==> src/rtl/vx_operand_gather_if.sv <==
// Operands channel from operand gather to dispatch: valid/ready with the full operand bundle.
// The master holds every field stable while valid is high and ready is low.
interface vx_operand_gather_if #(
  parameter int THREAD_CNT = 4,
  parameter int XLEN       = 32,
  parameter int WIS_W      = 2,
  parameter int META_W     = 128
);
  logic                       valid;
  logic                       ready;
  logic [WIS_W-1:0]           wis;
  logic [META_W-1:0]          meta;
  logic [THREAD_CNT*XLEN-1:0] rs1_data;
  logic [THREAD_CNT*XLEN-1:0] rs2_data;
  logic [THREAD_CNT*XLEN-1:0] rs3_data;

  modport master (output valid, wis, meta, rs1_data, rs2_data, rs3_data, input ready);
  modport slave  (input valid, wis, meta, rs1_data, rs2_data, rs3_data, output ready);
endinterface

==> src/rtl/vx_operand_gather.sv <==
// Gathers rs1/rs2/rs3 of one issued instruction from a single-port GPR bank and presents the bundle.
// Latency k+2 cycles for k reads (1 if none); stalls on gpr_req_ready=0 and holds the bundle until out.ready.
module vx_operand_gather #(
  parameter int THREAD_CNT = 4,
  parameter int XLEN       = 32,
  parameter int NR_BITS    = 5,
  parameter int WIS_W      = 2,
  parameter int META_W     = 128
) (
  input  logic                       clk,
  input  logic                       reset_n,
  input  logic                       in_valid,
  output logic                       in_ready,
  input  logic [WIS_W-1:0]           in_wis,
  input  logic [META_W-1:0]          in_meta,
  input  logic [NR_BITS-1:0]         in_rs1,
  input  logic [NR_BITS-1:0]         in_rs2,
  input  logic [NR_BITS-1:0]         in_rs3,
  input  logic [2:0]                 in_use_rs,
  output logic                       gpr_req_valid,
  input  logic                       gpr_req_ready,
  output logic [WIS_W-1:0]           gpr_req_wis,
  output logic [NR_BITS-1:0]         gpr_req_reg,
  input  logic [THREAD_CNT*XLEN-1:0] gpr_rsp_data,
  vx_operand_gather_if.master        out
);
  localparam int DW = THREAD_CNT * XLEN;

  typedef enum logic [1:0] {IDLE, READ, DRAIN, OUT} state_t;

  state_t                    state_q, state_d;
  logic [WIS_W-1:0]          wis_q;
  logic [META_W-1:0]         meta_q;
  logic [2:0][NR_BITS-1:0]   idx_q;
  logic [2:0][DW-1:0]        data_q;
  logic [2:0]                pend_q;
  logic [2:0]                pend_in;
  logic [2:0]                pend_nxt;
  logic [1:0]                sel;
  logic [1:0]                tag_q;
  logic                      tag_vld_q;
  logic                      accept;
  logic                      grant;

  // x0 always reads as zero, so it never costs a bank read
  assign pend_in = in_use_rs & {in_rs3 != '0, in_rs2 != '0, in_rs1 != '0};

  always_comb begin
    sel = 2'd2;
    if (pend_q[0])      sel = 2'd0;
    else if (pend_q[1]) sel = 2'd1;
  end

  assign pend_nxt      = pend_q & ~(3'b001 << sel);
  assign in_ready      = (state_q == IDLE);
  assign accept        = in_valid && in_ready;
  assign gpr_req_valid = (state_q == READ);
  assign grant         = gpr_req_valid && gpr_req_ready;
  assign gpr_req_wis   = wis_q;
  assign gpr_req_reg   = idx_q[sel];

  always_comb begin
    state_d = state_q;
    case (state_q)
      IDLE:    if (in_valid) state_d = (pend_in != 3'b000) ? READ : OUT;
      READ:    if (grant && pend_nxt == 3'b000) state_d = DRAIN;
      DRAIN:   state_d = OUT;
      OUT:     if (out.ready) state_d = IDLE;
      default: state_d = IDLE;
    endcase
  end

  always_ff @(posedge clk or negedge reset_n) begin
    if (!reset_n) state_q <= IDLE;
    else          state_q <= state_d;
  end

  always_ff @(posedge clk or negedge reset_n) begin
    if (!reset_n) begin
      wis_q     <= '0;
      meta_q    <= '0;
      idx_q     <= '0;
      data_q    <= '0;
      pend_q    <= '0;
      tag_q     <= '0;
      tag_vld_q <= 1'b0;
    end else begin
      if (accept) begin
        wis_q  <= in_wis;
        meta_q <= in_meta;
        idx_q  <= {in_rs3, in_rs2, in_rs1};
        pend_q <= pend_in;
        data_q <= '0;
      end
      if (grant) begin
        pend_q <= pend_nxt;
        tag_q  <= sel;
      end
      // the bank answers exactly one cycle after each grant
      tag_vld_q <= grant;
      if (tag_vld_q) data_q[tag_q] <= gpr_rsp_data;
    end
  end

  assign out.valid    = (state_q == OUT);
  assign out.wis      = wis_q;
  assign out.meta     = meta_q;
  assign out.rs1_data = data_q[0];
  assign out.rs2_data = data_q[1];
  assign out.rs3_data = data_q[2];
endmodule

==> src/flat_wrapper.sv <==
// flat-port wrapper written by rule: the top's interface ports become plain ports
module vx_operand_gather_flat 
#(
  parameter int THREAD_CNT = 4,
  parameter int XLEN       = 32,
  parameter int NR_BITS    = 5,
  parameter int WIS_W      = 2,
  parameter int META_W     = 128
)
  (clk, reset_n, in_valid, in_ready, in_wis, in_meta, in_rs1, in_rs2, in_rs3, in_use_rs, gpr_req_valid, gpr_req_ready, gpr_req_wis, gpr_req_reg, gpr_rsp_data, out_valid, out_wis, out_meta, out_rs1_data, out_rs2_data, out_rs3_data, out_ready);
  vx_operand_gather_if #(.THREAD_CNT(THREAD_CNT), .XLEN(XLEN), .WIS_W(WIS_W), .META_W(META_W)) out_i ();
  input  logic clk;
  input  logic reset_n;
  input  logic in_valid;
  output logic in_ready;
  input  logic [WIS_W-1:0] in_wis;
  input  logic [META_W-1:0] in_meta;
  input  logic [NR_BITS-1:0] in_rs1;
  input  logic [NR_BITS-1:0] in_rs2;
  input  logic [NR_BITS-1:0] in_rs3;
  input  logic [2:0] in_use_rs;
  output logic gpr_req_valid;
  input  logic gpr_req_ready;
  output logic [WIS_W-1:0] gpr_req_wis;
  output logic [NR_BITS-1:0] gpr_req_reg;
  input  logic [THREAD_CNT*XLEN-1:0] gpr_rsp_data;
  output wire logic [$bits(out_i.valid)-1:0] out_valid;
  output wire logic [$bits(out_i.wis)-1:0] out_wis;
  output wire logic [$bits(out_i.meta)-1:0] out_meta;
  output wire logic [$bits(out_i.rs1_data)-1:0] out_rs1_data;
  output wire logic [$bits(out_i.rs2_data)-1:0] out_rs2_data;
  output wire logic [$bits(out_i.rs3_data)-1:0] out_rs3_data;
  input wire logic [$bits(out_i.ready)-1:0] out_ready;
  assign out_valid = out_i.valid;
  assign out_wis = out_i.wis;
  assign out_meta = out_i.meta;
  assign out_rs1_data = out_i.rs1_data;
  assign out_rs2_data = out_i.rs2_data;
  assign out_rs3_data = out_i.rs3_data;
  assign out_i.ready = out_ready;
  vx_operand_gather #(.THREAD_CNT(THREAD_CNT), .XLEN(XLEN), .NR_BITS(NR_BITS), .WIS_W(WIS_W), .META_W(META_W)) u_core (.clk(clk), .reset_n(reset_n), .in_valid(in_valid), .in_ready(in_ready), .in_wis(in_wis), .in_meta(in_meta), .in_rs1(in_rs1), .in_rs2(in_rs2), .in_rs3(in_rs3), .in_use_rs(in_use_rs), .gpr_req_valid(gpr_req_valid), .gpr_req_ready(gpr_req_ready), .gpr_req_wis(gpr_req_wis), .gpr_req_reg(gpr_req_reg), .gpr_rsp_data(gpr_rsp_data), .out(out_i));
endmodule
==> config.mk <==
export PLATFORM = sky130hd
export DESIGN_NAME = vx_operand_gather_flat
export DESIGN_NICKNAME = d
export VERILOG_FILES = /design/src/rtl/vx_operand_gather_if.sv /design/src/rtl/vx_operand_gather.sv /design/src/flat_wrapper.sv
export SDC_FILE = /design/constraint.sdc
export NUM_CORES = 1
export LEC_CHECK = 0
export CAP_MARGIN = 15
export CORE_AREA = 4 4 314 316
export CTS_CLUSTER_SIZE = 10
export DETAILED_ROUTE_END_ITERATION = 7
export DIE_AREA = 0 0 318 320
export GPL_TIMING_DRIVEN = 0
export HOLD_SLACK_MARGIN = 0.12
export SETUP_SLACK_MARGIN = 0.02
export SYNTH_ARGS = -nofsm -noshare
export SYNTH_HDL_FRONTEND = slang
export SYNTH_SLANG_ARGS = --single-unit
==> constraint.sdc <==
create_clock -name clk -period 3.7 [get_ports clk]
set_input_delay 0.37 -clock clk [delete_from_list [all_inputs] [get_ports clk]]
set_output_delay 0.37 -clock clk [all_outputs]
set_load 0.01 [all_outputs]
== After elaboration in Yosys (flattened, before gate mapping) ==
Cells that the tools add are included.
Widths: inputs -> output; s select.
Operators by class
  shift operators: 1
  bitwise logic cells: 3
  order comparisons: 3
  mux-type cells: 16
  eq/ne operators: 6
  reductions and logical operators: 12
Operators with widths (number)
  $mux 384: 2
  $bwmux 384: 1
  $demux 128 s2: 1
  $mux 128: 1
  $reduce_bool 5->1: 3
  $mux 2: 6
  $bmux 5 s2: 1
  $pmux 2 s4: 1
  $and 3x3->3: 2
  $lt 2x3->1 const B: 2
  $mux 3: 2
  $mux 5: 1
  $eq 2x2->1 const B: 2
  $logic_and 1x1->1: 4
  $ne 2x2->1 const B: 2
  $logic_not 3->1: 1
  $not 3->3: 1
  $reduce_and 3->1: 1
  $reduce_bool 3->1: 1
  $shl 1x2->3 const A: 1
  $eq 2x1->1 const B: 1
  $ge 2x1->1 const B: 1
  $logic_not 2->1: 1
  $ne 2x1->1 const B: 1
  $reduce_bool 2->1: 1
Word-level totals
  output and inout port bits: 524
  logic and storage cells: 53
  bits of input ports: 281
  flip-flop bits (word level): 537

== Longest topological paths before layout ==
  word-level depth: 9
  mapped depth: 8
  gate-level depth less buffers: 6

== Worst setup path after synthesis ==
Ideal clock, no wire load.
  path type: reg-to-reg
  from: register u_core.state_q[0]
  to: register u_core.meta_q[49] (netlist: u_core.out.meta[49])
  setup time: 0.065 ns
  arrival time: 1.578 ns
  cell stages (with the launch flop): 9
  required time: 3.635 ns
  period minus slack after synthesis: 1.643 ns
  path slack: 2.057 ns
  path buffers: 3
  cell sequence: dfrtp_1 > inv_1 > ha_1 > nand2_1 > buf_2 > clkbuf_1 > clkbuf_1 > nand2_1 > nand2_1
Between the ends
  cells in the longest elaborated chain, start to end: 2
RTL lines
  start: declaration: line vx_operand_gather.sv:31  | state_t state_q, state_d;
  start signal: assignment: line vx_operand_gather.sv:75  | else state_q <= state_d;
  $logic_not 2->1: line vx_operand_gather.sv:55  | assign in_ready = (state_q == IDLE);
  named net in_ready: line flat_wrapper.sv:15  | output logic in_ready;
  $logic_and 1x1->1: line vx_operand_gather.sv:56  | assign accept = in_valid && in_ready;
  end signal: assignment: line vx_operand_gather.sv:90  | meta_q <= in_meta;
  end: declaration: line vx_operand_gather.sv:33  | logic [META_W-1:0] meta_q;
The timed path passes the listed nets, and every way through them passes these cells.
A chain may end at the register's enable or synchronous reset.

== Worst setup path in the final report ==
  from: register u_core.state_q[0]
  to: register u_core.data_q (netlist bit u_core.out.rs3_data[16])
Between the ends
  cells in the longest elaborated chain, start to end: 5
RTL lines
  $logic_not 2->1 (*): line vx_operand_gather.sv:55
  $logic_and 1x1->1 (*): line vx_operand_gather.sv:56
  $mux 384 (*): line vx_operand_gather.sv:88  | if (accept) begin
  $bwmux 384: line vx_operand_gather.sv:101  | if (tag_vld_q) data_q[tag_q] <= gpr_rsp_data;
  $mux 384 (*): line vx_operand_gather.sv:101
  end signal: indexed assignment: line vx_operand_gather.sv:101
  end: declaration: line vx_operand_gather.sv:35  | logic [2:0][DW-1:0] data_q;
Mark *: on every way between the ends. The rest lies on a longest branch, timed or not.

==> results_dict.tcl <==
set metrics [dict create \
    synthDistinctLibCells 29 \
    hold_start "in_meta[3]" \
    cp_max_fo 10 \
    synth_area_um2 21100 \
    regArea_um2 13400 \
    grt_overflow_total 0 \
    post_drt_wl_per_cell_um 21.3 \
    ant_nets 0 \
    r2r-end "u_core.out.rs3_data[16]" \
    yosysMostFrequentCell "nand2_1" \
    peakVddDrop_mv 0.458 \
    post-cts-setup-buffers 0 \
    fin_crit_ns 2.89 \
    crit_type "reg -> reg" \
    p_leak_uw 0.0156 \
    start_util_pct 21.9 \
    dp_hpwl_mm 74.5 \
    die_x_um 318 \
    slowest_delay_ns 0.80 \
    syn2layout_area_growth_pct 56.8 \
    ctsResizeCount 0 \
    crit_arrival_ns 3.43 \
    finalMaxSlewViolations 0 \
    synth_top_area_share_pct 63.8 \
    gr-usage-all-layers_pct 18.6 \
    num_rows 114 \
    drv_cap 0 \
    finClkSkew_ns 0.0266 \
    cp_cell_sequence "inv_1 -> ha_1 -> nand2_1 -> buf_2 -> buf_2 -> clkbuf_1 -> nand3_1 -> nand2_1" \
    cp_data_required_time_ns 4.24 \
    htreeDepth 3 \
    cts.path.max_buffers 3 \
    drt-pass1-iter-count 5 \
    max_freq_ghz 0.346 \
    syn-num-nets 2638 \
    layout-drive-gt1-share_pct 5.65 \
    die_y_um 320 \
    initialDrtViolationCount 1402 \
    setup_viol 0 \
    synth-seq-cells 537 \
    min_period_over_period_pct 78.1 \
    cts_hold_buf 1 \
    grt_pass1_vias 20421 \
    syn_inst 2352 \
    synth_edf_count 0 \
    insertion_delay_ns 0.62 \
    cts_tree "built" \
    grt_first_pass_wirelength_mm 141 \
    pwr_density_cell_nw_per_um2 791 \
    synth-main-ff-cell "dfrtp_1" \
    rsz0062_at_grt "no" \
    post-route-drc-count 0 \
    hp-class "in -> reg" \
    nFillCells 9849 \
    synthArstFlopShare_pct 100 \
    numCtsBuffers 69 \
    grt_max_degree 112 \
    place_ws_ns 0.544 \
    multiInputGateArea_um2 6850 \
    yosys_warnings 0 \
    timing.rr.start "u_core.state_q[0]" \
    grt_antenna_before_repair 7 \
    finalSetupTns_ns 0 \
    yosys.area.top_type "dfrtp_1" \
    clk_pin_slew_ns 0.06 \
    fin_util_pct 34.4 \
    ys_top_cells_by_area "dfrtp_1, nand2_1, nand3_1" \
    portBuffers 804 \
    via_per_inst 4.33 \
    r2r_slack_ns 0.81 \
    crit_end "u_core.out.rs3_data[16]" \
    gp_congestion 0.864 \
    layout.nets 3522 \
    status "finished, final reports clean" \
    boundaryPins 805 \
    die_area_um2 102000 \
    core_area_um2 96000 \
    startpoint "u_core.state_q[0]" \
    maxSlewHeadroom_pct 33.1 \
    r2r_cells 8 \
    cts-root-buf "clkbuf_16" \
    startpoint_type "register" \
    vias 19689 \
    slowest_stage "clkbuf_1" \
    fin_ws_ns 0.812 \
    yosysSeqAreaShare_pct 63.8 \
    drt_wl_total_mm 97.0 \
    tightestPinTransition_ns 1.00 \
    synth_top_cells_by_count "nand2_1, dfrtp_1, nand3_1" \
    cts.sinks 537 \
    hold_viol 0 \
    syn_avg_cell_area_um2 8.95 \
    worstSetupEndpointType "register" \
]
## layout by cell type, fill, tap and decap left out, types with 3 or more instances in the layout
cell type	n
buf_2	70
clkbuf_8	8
inv_1	5
buf_16	5
o21ai_1	7
buf_8	4
nand2_1	1217
nor2_1	4
clkbuf_16	71
o21ai_0	131
dfrtp_1	537
bufinv_16	3
clkdlybuf4s50_1	803
buf_4	3
or4_1	3
nand3_1	257
clkbuf_1	86
buf_6	6
buf_1	15
ha_1	5
mux2i_1	7
## per-stage QoR
step	instance area, um^2	instances	hold WS [ns]	power [uW]
after floorplan	21100	2352	0.0744	13100
after global placement	30700	4432	0.458	19800
after detailed placement	30900	4440	0.442	19900
after CTS	33000	4549	0.224	26600
after global routing	33000	4549	0.259	27700
final	33000	4551	0.297	26100
## logic make-up (layout without fill, tap and decap cells)
group / Yosys count / after routing / share of synthesized area, %
buf+inv: 168 / 1089 / 3.68
simple gates: 1488 / 1488 / 28.2
mux: 9 / 9 / 0.440
compound gates: 145 / 145 / 3.54
other cells: 0 / 2 / 0
flops: 537 / 537 / 63.8
fa+ha+maj: 5 / 5 / 0.297
## worst min-delay path by stage
| stage | slack [ns] | depth (start not counted) | endpoint |
|---|---|---|---|
| floorplan | 0.07 | 0 | u_core.gpr_req_wis[0] |
| global placement | 0.46 | 2 | u_core.out.meta[112] |
| detailed placement | 0.44 | 1 | u_core.out.meta[15] |
| CTS | 0.22 | 3 | u_core.out.meta[9] |
| global route | 0.26 | 3 | u_core.out.meta[111] |
| finish | 0.30 | 3 | u_core.out.meta[3] |
## power breakdown
| part | internal [uW] | switching (uW) |
|---|---|---|
| registers | 7980 | 1210 |
| clock network | 3860 | 2580 |
| logic | 4940 | 5540 |
| total | 16800 | 9330 |
## flip-flops by register name, indices dropped and copies added (netlist names)
name	count
u_core.out.rs3_data	128
u_core.gpr_req_wis	2
u_core.tag_q	2
u_core.idx_q	15
u_core.state_q	2
u_core.out.rs1_data	128
u_core.out.meta	128
u_core.pend_q	3
u_core.out.rs2_data	128
u_core.tag_vld_q	1
## area by class of cell
class                      instances  area share [%]
antenna                            2          0.0152
buffer                           163            2.29
clock buffer                      97            5.92
clock inverter                    11           0.504
inverter                           5          0.0568
multi-input combinational       1647            20.7
sequential                       537            40.7
tap                             1276            4.83
timing repair buffer             813            25.0
## worst max-delay path, delay by kind of cell (launching register included)
kind / cells / cell delay [ns]
buffers and inverters: 4 / 1.69
adders and majority gates: 1 / 0.33
and+or+nand+nor: 3 / 0.40
DFF: 1 / 0.38
## metal layers
| metal | up-vias | GRT usage (%) | wire (um) |
|---|---|---|---|
| met5 | - | 0 | 51 |
| met4 | 8 | 5.17 | 2300 |
| met3 | 123 | 5.64 | 7520 |
| met2 | 766 | 32.0 | 47400 |
| met1 | 9564 | 22.6 | 39800 |
| li1 | 9228 | - | - |
(Power assumes the default switching activity.)
